<file path="config.mk">
export PLATFORM = sky130hd
export DESIGN_NAME = fifo_sync_ctrl_flat
export DESIGN_NICKNAME = d
export VERILOG_FILES = /design/src/rtl/fifo_sync_ctrl_if.sv /design/src/rtl/fifo_sync_ctrl.sv /design/src/flat_wrapper.sv
export SDC_FILE = /design/constraint.sdc
export NUM_CORES = 1
export LEC_CHECK = 0
export CELL_PAD_IN_SITES_DETAIL_PLACEMENT = 1
export CELL_PAD_IN_SITES_GLOBAL_PLACEMENT = 2
export CORE_UTILIZATION = 23
export DETAILED_ROUTE_END_ITERATION = 10
export GPL_ROUTABILITY_DRIVEN = 0
export GPL_TIMING_DRIVEN = 0
export HOLD_SLACK_MARGIN = 0.12
export PLACE_DENSITY_LB_ADDON = 0.1
export SKIP_CTS_REPAIR_TIMING = 1
export SLEW_MARGIN = 10
export SYNTH_ARGS = -nofsm -noshare
export SYNTH_HDL_FRONTEND = slang
export SYNTH_SLANG_ARGS = --single-unit
</file>
<file path="constraint.sdc">
create_clock -name i_clk -period 3.25 [get_ports i_clk]
set_input_delay 0.65 -clock i_clk [delete_from_list [all_inputs] [get_ports i_clk]]
set_output_delay 0.65 -clock i_clk [all_outputs]
set_load 0.02 [all_outputs]
</file>
<file path="src/rtl/fifo_sync_ctrl_if.sv">
// Producer/consumer/memory-port bundle for fifo_sync_ctrl.
// The slave modport is the controller side; master is the surrounding environment.
interface fifo_sync_ctrl_if #(
  parameter int DATASIZE = 8,
  parameter int ADDRSIZE = 4
);
  logic                i_push;
  logic [DATASIZE-1:0] i_wdata;
  logic                o_full;
  logic                o_afull;
  logic                o_overflow;
  logic [ADDRSIZE:0]   o_level;
  logic [DATASIZE-1:0] o_mem_wdata;
  logic [ADDRSIZE-1:0] o_mem_waddr;
  logic                o_mem_wen;
  logic                o_mem_wfull;
  logic [ADDRSIZE-1:0] o_mem_raddr;
  logic [DATASIZE-1:0] i_mem_rdata;
  logic                o_rvalid;
  logic                i_rready;
  logic [DATASIZE-1:0] o_rdata;

  modport slave (
    input  i_push, i_wdata, i_mem_rdata, i_rready,
    output o_full, o_afull, o_overflow, o_level,
           o_mem_wdata, o_mem_waddr, o_mem_wen, o_mem_wfull, o_mem_raddr,
           o_rvalid, o_rdata
  );

  modport master (
    output i_push, i_wdata, i_mem_rdata, i_rready,
    input  o_full, o_afull, o_overflow, o_level,
           o_mem_wdata, o_mem_waddr, o_mem_wen, o_mem_wfull, o_mem_raddr,
           o_rvalid, o_rdata
  );
endinterface

</file>
<file path="src/rtl/fifo_sync_ctrl.sv">
// FIFO pointer/flag controller with a registered FWFT output stage; push-to-o_rdata is 2 edges.
// Pushes are dropped (and flagged sticky) while full; o_rdata holds while o_rvalid && !i_rready.
module fifo_sync_ctrl #(
  parameter int DATASIZE    = 8,
  parameter int ADDRSIZE    = 4,
  parameter int AFULL_LEVEL = 12
) (
  input logic             i_clk,
  input logic             i_rst,
  fifo_sync_ctrl_if.slave bus
);
  localparam int            PW    = ADDRSIZE + 1;
  localparam logic [PW-1:0] AFULL = PW'(AFULL_LEVEL);

  logic [PW-1:0]       wptr_q, wptr_d;
  logic [PW-1:0]       rptr_q, rptr_d;
  logic                overflow_q, overflow_d;
  logic                rvalid_q, rvalid_d;
  logic [DATASIZE-1:0] rdata_q, rdata_d;

  logic [PW-1:0] level;
  logic          full;
  logic          mem_empty;
  logic          accept;
  logic          load;

  // Flags come only from registered pointers, so a same-edge load never rescues a push at full.
  always_comb begin
    level     = wptr_q - rptr_q;
    mem_empty = (wptr_q == rptr_q);
    full      = (wptr_q[ADDRSIZE] != rptr_q[ADDRSIZE]) &&
                (wptr_q[ADDRSIZE-1:0] == rptr_q[ADDRSIZE-1:0]);
    accept    = bus.i_push && !full;
    load      = !mem_empty && (!rvalid_q || bus.i_rready);
  end

  always_comb begin
    wptr_d     = wptr_q;
    rptr_d     = rptr_q;
    overflow_d = overflow_q;
    rvalid_d   = rvalid_q;
    rdata_d    = rdata_q;
    if (accept) begin
      wptr_d = wptr_q + PW'(1);
    end
    if (bus.i_push && full) begin
      overflow_d = 1'b1;
    end
    if (load) begin
      rptr_d   = rptr_q + PW'(1);
      rdata_d  = bus.i_mem_rdata;
      rvalid_d = 1'b1;
    end else if (rvalid_q && bus.i_rready) begin
      rvalid_d = 1'b0;
    end
  end

  always_ff @(posedge i_clk) begin
    if (i_rst) begin
      wptr_q     <= '0;
      rptr_q     <= '0;
      overflow_q <= 1'b0;
      rvalid_q   <= 1'b0;
      rdata_q    <= '0;
    end else begin
      wptr_q     <= wptr_d;
      rptr_q     <= rptr_d;
      overflow_q <= overflow_d;
      rvalid_q   <= rvalid_d;
      rdata_q    <= rdata_d;
    end
  end

  assign bus.o_level     = level;
  assign bus.o_full      = full;
  assign bus.o_afull     = (level >= AFULL);
  assign bus.o_overflow  = overflow_q;
  assign bus.o_mem_wdata = bus.i_wdata;
  assign bus.o_mem_waddr = wptr_q[ADDRSIZE-1:0];
  assign bus.o_mem_wen   = bus.i_push;
  assign bus.o_mem_wfull = full;
  assign bus.o_mem_raddr = rptr_q[ADDRSIZE-1:0];
  assign bus.o_rvalid    = rvalid_q;
  assign bus.o_rdata     = rdata_q;
endmodule

</file>
<file path="src/flat_wrapper.sv">
// flat-port wrapper written by rule: the top's interface ports become plain ports
module fifo_sync_ctrl_flat 
#(
  parameter int DATASIZE    = 8,
  parameter int ADDRSIZE    = 4,
  parameter int AFULL_LEVEL = 12
)
  (i_clk, i_rst, bus_i_push, bus_i_wdata, bus_i_mem_rdata, bus_i_rready, bus_o_full, bus_o_afull, bus_o_overflow, bus_o_level, bus_o_mem_wdata, bus_o_mem_waddr, bus_o_mem_wen, bus_o_mem_wfull, bus_o_mem_raddr, bus_o_rvalid, bus_o_rdata);
  fifo_sync_ctrl_if #(.DATASIZE(DATASIZE), .ADDRSIZE(ADDRSIZE)) bus_i ();
  input logic i_clk;
  input logic i_rst;
  input wire logic [$bits(bus_i.i_push)-1:0] bus_i_push;
  input wire logic [$bits(bus_i.i_wdata)-1:0] bus_i_wdata;
  input wire logic [$bits(bus_i.i_mem_rdata)-1:0] bus_i_mem_rdata;
  input wire logic [$bits(bus_i.i_rready)-1:0] bus_i_rready;
  output wire logic [$bits(bus_i.o_full)-1:0] bus_o_full;
  output wire logic [$bits(bus_i.o_afull)-1:0] bus_o_afull;
  output wire logic [$bits(bus_i.o_overflow)-1:0] bus_o_overflow;
  output wire logic [$bits(bus_i.o_level)-1:0] bus_o_level;
  output wire logic [$bits(bus_i.o_mem_wdata)-1:0] bus_o_mem_wdata;
  output wire logic [$bits(bus_i.o_mem_waddr)-1:0] bus_o_mem_waddr;
  output wire logic [$bits(bus_i.o_mem_wen)-1:0] bus_o_mem_wen;
  output wire logic [$bits(bus_i.o_mem_wfull)-1:0] bus_o_mem_wfull;
  output wire logic [$bits(bus_i.o_mem_raddr)-1:0] bus_o_mem_raddr;
  output wire logic [$bits(bus_i.o_rvalid)-1:0] bus_o_rvalid;
  output wire logic [$bits(bus_i.o_rdata)-1:0] bus_o_rdata;
  assign bus_i.i_push = bus_i_push;
  assign bus_i.i_wdata = bus_i_wdata;
  assign bus_i.i_mem_rdata = bus_i_mem_rdata;
  assign bus_i.i_rready = bus_i_rready;
  assign bus_o_full = bus_i.o_full;
  assign bus_o_afull = bus_i.o_afull;
  assign bus_o_overflow = bus_i.o_overflow;
  assign bus_o_level = bus_i.o_level;
  assign bus_o_mem_wdata = bus_i.o_mem_wdata;
  assign bus_o_mem_waddr = bus_i.o_mem_waddr;
  assign bus_o_mem_wen = bus_i.o_mem_wen;
  assign bus_o_mem_wfull = bus_i.o_mem_wfull;
  assign bus_o_mem_raddr = bus_i.o_mem_raddr;
  assign bus_o_rvalid = bus_i.o_rvalid;
  assign bus_o_rdata = bus_i.o_rdata;
  fifo_sync_ctrl #(.DATASIZE(DATASIZE), .ADDRSIZE(ADDRSIZE), .AFULL_LEVEL(AFULL_LEVEL)) u_core (.i_clk(i_clk), .i_rst(i_rst), .bus(bus_i));
endmodule
</file>
==> results of run 1 <==
per-stage QoR:
| stage | area [um2] | hold WS, ns | utilization | power [mW] | setup slack, ns |
|---|---|---|---|---|---|
| after global placement | 1610 | 0.444 | 0.361 | 0.996 | 0.329 |
| after detailed placement | 1610 | 0.451 | 0.361 | 1.01 | 0.335 |
| after global routing | 1650 | 0.485 | 0.372 | 1.24 | 0.125 |
| after CTS | 1650 | 0.465 | 0.371 | 1.19 | 0.0328 |
| after floorplan | 1090 | 0.478 | - | 0.731 | 0.787 |
| final | 1650 | 0.459 | 0.372 | 1.15 | 0.321 |
worst min-delay path: stages, from the launching register on:
cell	delay [ns]
dfxtp_1	0.31
nand2_1	0.05
a21oi_1	0.05
flip-flops by register name, summed over array words and instances (netlist names):
name,flops
u_core.bus.o_overflow,1
u_core.rptr_q,5
u_core.bus.o_rvalid,1
u_core.bus.o_rdata,8
u_core.wptr_q,5
area by class of cell:
cell class | count | area, um2
clock buffer | 3 | 41.3
fill | 518 | 2790
tap | 52 | 65.1
inverter | 6 | 22.5
buffer | 22 | 155
sequential | 20 | 400
multi-input combinational | 83 | 513
timing repair buffer | 45 | 455
metal layers:
layer  up-vias  part of all wire  track usage
met4         0             0.015       0.0556
met3         4             0.071       0.0342
li1        514                 -            -
met1       463              0.41        0.124
met5         -                 0            0
met2        42              0.50        0.222
cell usage in the layout (no fill, tap or decap), types with 3 or more instances in the layout:
master	instances
clkdlybuf4s50_1	43
nor2_1	8
o21ai_0	4
a21o_1	3
nand3_1	3
buf_4	19
a21oi_1	17
xnor2_1	6
ha_1	6
nand2_1	19
clkbuf_8	3
inv_1	6
nand4_1	3
dfxtp_1	20
xor2_1	4
cells in the mapped netlist:
cell,count
mux2i_1,1
xor2_1,4
ha_1,6
nand4_1,3
o21ai_0,4
a31oi_1,1
inv_1,6
o21ai_1,1
o211ai_1,1
or3_1,2
nor2_1,8
fa_1,1
a21oi_1,17
xnor2_1,6
and4_1,1
a21boi_2,1
nand3_1,3
clkbuf_1,2
buf_4,19
a21o_1,3
dfxtp_1,20
nand2_1,19
buf_2,1
nand2b_1,1
power groups by stage:
stage / logic [mW] / clock network [mW] / registers (mW)
after floorplan: 0.362 / 0 / 0.369
after global placement: 0.663 / 0 / 0.333
after detailed placement: 0.677 / 0 / 0.335
after CTS: 0.680 / 0.177 / 0.329
after global routing: 0.718 / 0.182 / 0.336
final: 0.660 / 0.166 / 0.328
cells by family (layout without fill, tap and decap cells):
| group | Yosys count | after routing |
|---|---|---|
| XOR/XNOR | 10 | 10 |
| AND/OR/NAND/NOR | 37 | 37 |
| buffers and inverters | 28 | 76 |
| multiplexers | 1 | 1 |
| flip-flops | 20 | 20 |
| AO/OA/AOI/OAI | 28 | 28 |
| adder cells (fa/ha/maj) | 7 | 7 |
final timing paths:
kind	from	to	slack, ns	depth (start not counted)
max	u_core.rptr_q[2]	bus_o_mem_wfull	0.32	6
min	u_core.bus.o_rdata[0]	u_core.bus.o_rdata[0]	0.46	2
max reg2reg	u_core.rptr_q[2]	u_core.rptr_q[4]	1.27	7
min reg2reg	u_core.bus.o_rdata[0]	u_core.bus.o_rdata[0]	0.46	2
==> summary.md, run 1 <==
| Metric | Value |
|---|---|
| Status | finished with violations |
| Failing checks | DRC |
| Boundary pin count | 55 |
| Worst-margin pin slew | 0.597 ns |
| Root Driver | clkbuf_8 |
| Synthesized cell area | 1090 um2 |
| Layout cells sized above 1 | 0.134 |
| Number of antenna diodes | 0 |
| CP required | 2.60 ns |
| Internal power | 681 uW |
| Placement Rows | 24 |
| Mux cell area share after synthesis | 0.00917 |
| Crit. End Element | primary output |
| Clock Latency Late Sink | 0.26 ns |
| Post-Synth Simple-Gate Area | 0.149 |
| Worst Path Max Fanout | 6 |
| Switch share | 0.410 |
| DRT Wirelength | 2930 um |
| Antenna violations before repair | 0 |
| Fin Setup TNS | 0 ns |
| Total global-route track usage | 0.120 |
| Synth Net Count | 158 |
| RSZ-0062 raised after global routing | no |
| Max-slew violations | 0 |
| Num CTS Buffers | 3 |
| Leak | 0.691 nW |
| Top cell type by total area after synthesis | dfxtp_1 |
| Share of the synthesized area in the top cell type | 0.367 |
| Synth Instances | 131 |
| NumNets Final | 208 |
| Post-Layout Cell Count | 231 |
| Top delay family on crit path | buffers and inverters |
| Adder-Cell Fraction of Synth Area | 0.0872 |
| Power Dens Cells | 698 nW/um2 |
| Syn-to-layout area delta | 51.5% |
| Die height | 70.9 um |
| Clk pwr share | 0.144 |
| Sequential share of the synthesized area | 0.367 |
| Max_cap viols | 0 |
| Reg power frac | 0.284 |
| Die X | 70.9 um |
| Via/cell ratio | 4.43 |
| Main combinational cell family by area after synthesis | buffers and inverters |
| Comb pwr share | 0.572 |
| CP Cell Sequence | inv_1, ha_1, nand4_1, nor2_1, buf_4, clkdlybuf4s50_1 |
| ANT nets after route | 0 |
| Peak VDD IR | 272 uV |
| Synth top area cells | dfxtp_1, buf_4, a21oi_1, ha_1, nand2_1 |
| Core Footprint | 4440 um2 |
| Warnings from Yosys | 0 |
| DR pass1 iterations | 9 |
| Largest net degree at the start of global routing | 11 |
| Worst Clk Skew | 0.00277 ns |
| DR WL/cell | 12.7 um |
| Grt total ovfl | 0 |
| Clk sinks | 20 |
| CP Launch Type | flop |
| Setup violators final | 0 |
| Starting DRT DRC Count | 21 |
| Synth Area in XOR/XNOR | 0.0803 |
| CTS clock-pin slew for the worst setup and hold paths | 0.07 ns |
| Crit-path max cell delay | 0.60 ns |
| DRC | 8 |
| Critical Path Slowest Stage Cell | clkdlybuf4s50_1 |
| Clock Path Buffers | 2 |
| Clock H-tree levels | 1 |
| Post-synthesis compound-gate area fraction | 0.144 |
| Number of buffers and inverters on the critical path | 3 |
| Minimum clock period | 2.93 ns |
| Vias in the first global route | 1010 |
| Slew HR | 0.599 |
| Buffers added on ports | 45 |
| Global-route wire length before repair | 4650 um |
| Worst Path Arrival | 2.28 ns |
| DPL Wire Length | 2310 um |
| Hold Crit Class | flop to flop |
| Initial cell density of the core | 0.245 |
| P_sw | 473 uW |
| Final Hold Viols | 0 |
| Vias | 1023 |
| Library cells used by synthesis | 24 |
| FF+latch count, synth | 20 |
| Dpl cells | 228 |
| CTS tree | yes |
| Fmax | 0.341 GHz |
| Final worst path period share | 0.901 |
| Die area | 5020 um2 |
| Syn Area/Cell | 8.33 um2 |
| CP Class | flop to primary output |
Power figures use the tool's default switching activity.
==> run 2, diff against run 1 <==
--- a/config.mk
+++ b/config.mk
@@ -5,6 +5,7 @@
 export SDC_FILE = /design/constraint.sdc
 export NUM_CORES = 1
 export LEC_CHECK = 0
+export CAP_MARGIN = 15
 export CELL_PAD_IN_SITES_DETAIL_PLACEMENT = 1
 export CELL_PAD_IN_SITES_GLOBAL_PLACEMENT = 2
 export CORE_UTILIZATION = 23
==> results of run 2 <==
No change in the layout: final DEF, timing and power equal those of run 1.
==> run 3, diff against run 2 <==
--- a/config.mk
+++ b/config.mk
@@ -5,15 +5,15 @@
 export SDC_FILE = /design/constraint.sdc
 export NUM_CORES = 1
 export LEC_CHECK = 0
-export CAP_MARGIN = 15
+export CAP_MARGIN = 20
 export CELL_PAD_IN_SITES_DETAIL_PLACEMENT = 1
 export CELL_PAD_IN_SITES_GLOBAL_PLACEMENT = 2
 export CORE_UTILIZATION = 23
 export DETAILED_ROUTE_END_ITERATION = 10
 export GPL_ROUTABILITY_DRIVEN = 0
-export GPL_TIMING_DRIVEN = 0
 export HOLD_SLACK_MARGIN = 0.12
 export PLACE_DENSITY_LB_ADDON = 0.1
+export SETUP_SLACK_MARGIN = 0.3
 export SKIP_CTS_REPAIR_TIMING = 1
 export SLEW_MARGIN = 10
 export SYNTH_ARGS = -nofsm -noshare
==> summary.md, run 3 (synthesized netlist as in run 1, its figures left out) <==
| Metric | Value |
|---|---|
| Total global-route track usage | 0.118 (was 0.120) |
| Vias in the first global route | 948 (was 1010) |
| Syn-to-layout area delta | 33.4% (was 51.5%) |
| Boundary pin count | 55 (unchanged) |
| Hold Crit Class | flop to flop (unchanged) |
| Fin Setup TNS | 0 ns (unchanged) |
| DR pass1 iterations | 7 (was 9) |
| Clk sinks | 20 (unchanged) |
| Final core occ | 0.327 (was 0.372) |
| Peak VDD IR | 206 uV (was 272 uV) |
| Crit-path max cell delay | 0.43 ns (was 0.60 ns) |
| Failing checks | DRC (unchanged) |
| Root Driver | clkbuf_8 (unchanged) |
| DR WL/cell | 13.3 um (was 12.7 um) |
| Max reg flops | 8 (unchanged) |
| Global-route wire length before repair | 4620 um (was 4650 um) |
| Commonest non-fill, non-tap cell in the layout | clkdlybuf4s50_1 (unchanged) |
| Largest net degree at the start of global routing | 21 (was 11) |
| Launch point of the worst reg-to-reg path | u_core.rptr_q[2] (unchanged) |
| Die X | 70.9 um (unchanged) |
| Setup slack, reg-to-reg | 1.21 ns (was 1.27 ns) |
| NumNets Final | 181 (was 208) |
| Setup crit end | bus_o_afull (was bus_o_mem_wfull) |
| Slew HR | 0.485 (was 0.599) |
| Worst-margin pin slew | 0.770 ns (was 0.597 ns) |
| Status | finished with violations (unchanged) |
| Initial cell density of the core | 0.245 (unchanged) |
| CP startpoint | u_core.rptr_q[0] (was u_core.rptr_q[2]) |
| CP Launch Type | flop (unchanged) |
| Grt total ovfl | 0 (unchanged) |
| Min Hold Slack | 0.460 ns (was 0.459 ns) |
| Final worst path period share | 0.856 (was 0.901) |
| CP required | 2.60 ns (about the same) |
| DRT Wirelength | 2710 um (was 2930 um) |
| CTS tree | yes (unchanged) |
| Clock Latency Late Sink | 0.26 ns (about the same) |
| Leak | 0.636 nW (was 0.691 nW) |
| Critical Path Slowest Stage Cell | dfxtp_1 (was clkdlybuf4s50_1) |
| Placement Rows | 24 (unchanged) |
| Starting DRT DRC Count | 50 (was 21) |
| Core Footprint | 4440 um2 (unchanged) |
| Buffers added on ports | 38 (was 45) |
| Number of antenna diodes | 0 (unchanged) |
| Fmax | 0.360 GHz (was 0.341 GHz) |
| Worst Path Max Fanout | 5 (was 6) |
| Via/cell ratio | 4.63 (was 4.43) |
| Vias | 944 (was 1023) |
| Clock H-tree levels | 1 (unchanged) |
| Max_cap viols | 0 (unchanged) |
| Power Dens Cells | 762 nW/um2 (was 698 nW/um2) |
| Pwr Total | 1.11 mW (was 1.15 mW) |
| Reg-to-reg endpoint | u_core.rptr_q[2] (was u_core.rptr_q[4]) |
| Antenna violations before repair | 0 (unchanged) |
| Minimum clock period | 2.78 ns (was 2.93 ns) |
| CP Class | flop to primary output (unchanged) |
| Die area | 5020 um2 (unchanged) |
| Setup violators final | 0 (unchanged) |
| Num CTS Buffers | 3 (unchanged) |
| CP Cell Sequence | ha_1, inv_1, fa_1, a21o_1, a21oi_1, xnor2_1, a21o_1, dlymetal6s2s_1 (was inv_1, ha_1, nand4_1, nor2_1, buf_4, clkdlybuf4s50_1) |
| Cells on worst reg2reg path | 6 (was 7) |
| Clock Path Buffers | 2 (unchanged) |
| Worst Path Arrival | 2.13 ns (was 2.28 ns) |
| Critical Path Most Common Cell | a21o_1 |
| RSZ-0062 raised after global routing | yes (was no) |
| Layout cells sized above 1 | 0.0461 (was 0.134) |
| Worst Clk Skew | 0.00271 ns (was 0.00277 ns) |
| Max-slew violations | 0 (unchanged) |
| Commonest non-fill, non-tap cells in the layout | clkdlybuf4s50_1, dfxtp_1, nand2_1 (was clkdlybuf4s50_1, dfxtp_1, nand2_1, buf_4, a21oi_1) |
| CTS clock-pin slew for the worst setup and hold paths | 0.07 ns (about the same) |
| DPL Wire Length | 2030 um (was 2310 um) |
| Crit. End Element | primary output (unchanged) |
| ANT nets after route | 0 (unchanged) |
| Die height | 70.9 um (unchanged) |
| Final Hold Viols | 0 (unchanged) |
| DRC | 12 (was 8) |
run 3: changes by cell type in the layout (fill, tap and decap cells not counted), sizes merged:
cell	before	now
clkdlybuf4s50	43	32
buf	20	2
dlymetal6s2s	2	6
clkbuf	5	3
run 3: area by class of cell:
cell class	instances	area, um2
Timing Repair Buffer	40	410
Multi-Input combinational cell	83	515
Sequential cell	20	400
Tap cell	52	65.1
Fill cell	529	2990
Clock buffer	3	41.3
Inverter	6	22.5
run 3: where the power goes:
part | switching (mW) | total, mW | internal (mW)
Clock | 0.0805 | 0.163 | 0.0826
Sequential | 0.0348 | 0.327 | 0.293
Combinational | 0.340 | 0.618 | 0.279
run 3: metrics by stage:
step | setup slack [ns] | cell area (um2) | std cells
2_1_floorplan | 0.787 | 1090 | 131
3_3_place_gp | 0.397 | 1390 | 200
3_5_place_dp | 0.339 | 1390 | 200
4_1_cts | 0.0533 | 1430 | 203
5_1_grt | 0.290 | 1460 | 204
6_report | 0.469 | 1460 | 204
run 3: worst max-delay path, delay by kind of cell, from the launching register on:
kind	cells	cell delay, ns
AOI/OAI and AO/OA	3	0.43
xor gates and xnor gates	1	0.16
adders and majority gates	2	0.58
buffers and inverters	2	0.27
DFF	1	0.43
run 3: worst min-delay path by stage:
stage	startpoint	endpoint	slack [ns]	cells past startpoint
CTS	u_core.bus.o_rdata[2]	u_core.bus.o_rdata[2]	0.47	2
detailed placement	u_core.bus.o_rdata[2]	u_core.bus.o_rdata[2]	0.45	2
global placement	u_core.bus.o_rdata[3]	u_core.bus.o_rdata[3]	0.44	2
floorplan	u_core.rptr_q[1]	u_core.rptr_q[1]	0.48	2
global route	u_core.bus.o_rdata[6]	u_core.bus.o_rdata[6]	0.49	2
finish	u_core.bus.o_rdata[4]	u_core.bus.o_rdata[4]	0.46	2
run 3: routing by layer:
metal | GRT usage | part of all wire
met5 | 0 | 0
met2 | 0.200 | 0.48
met3 | 0.0271 | 0.067
met4 | 0.0444 | 0.016
met1 | 0.147 | 0.43
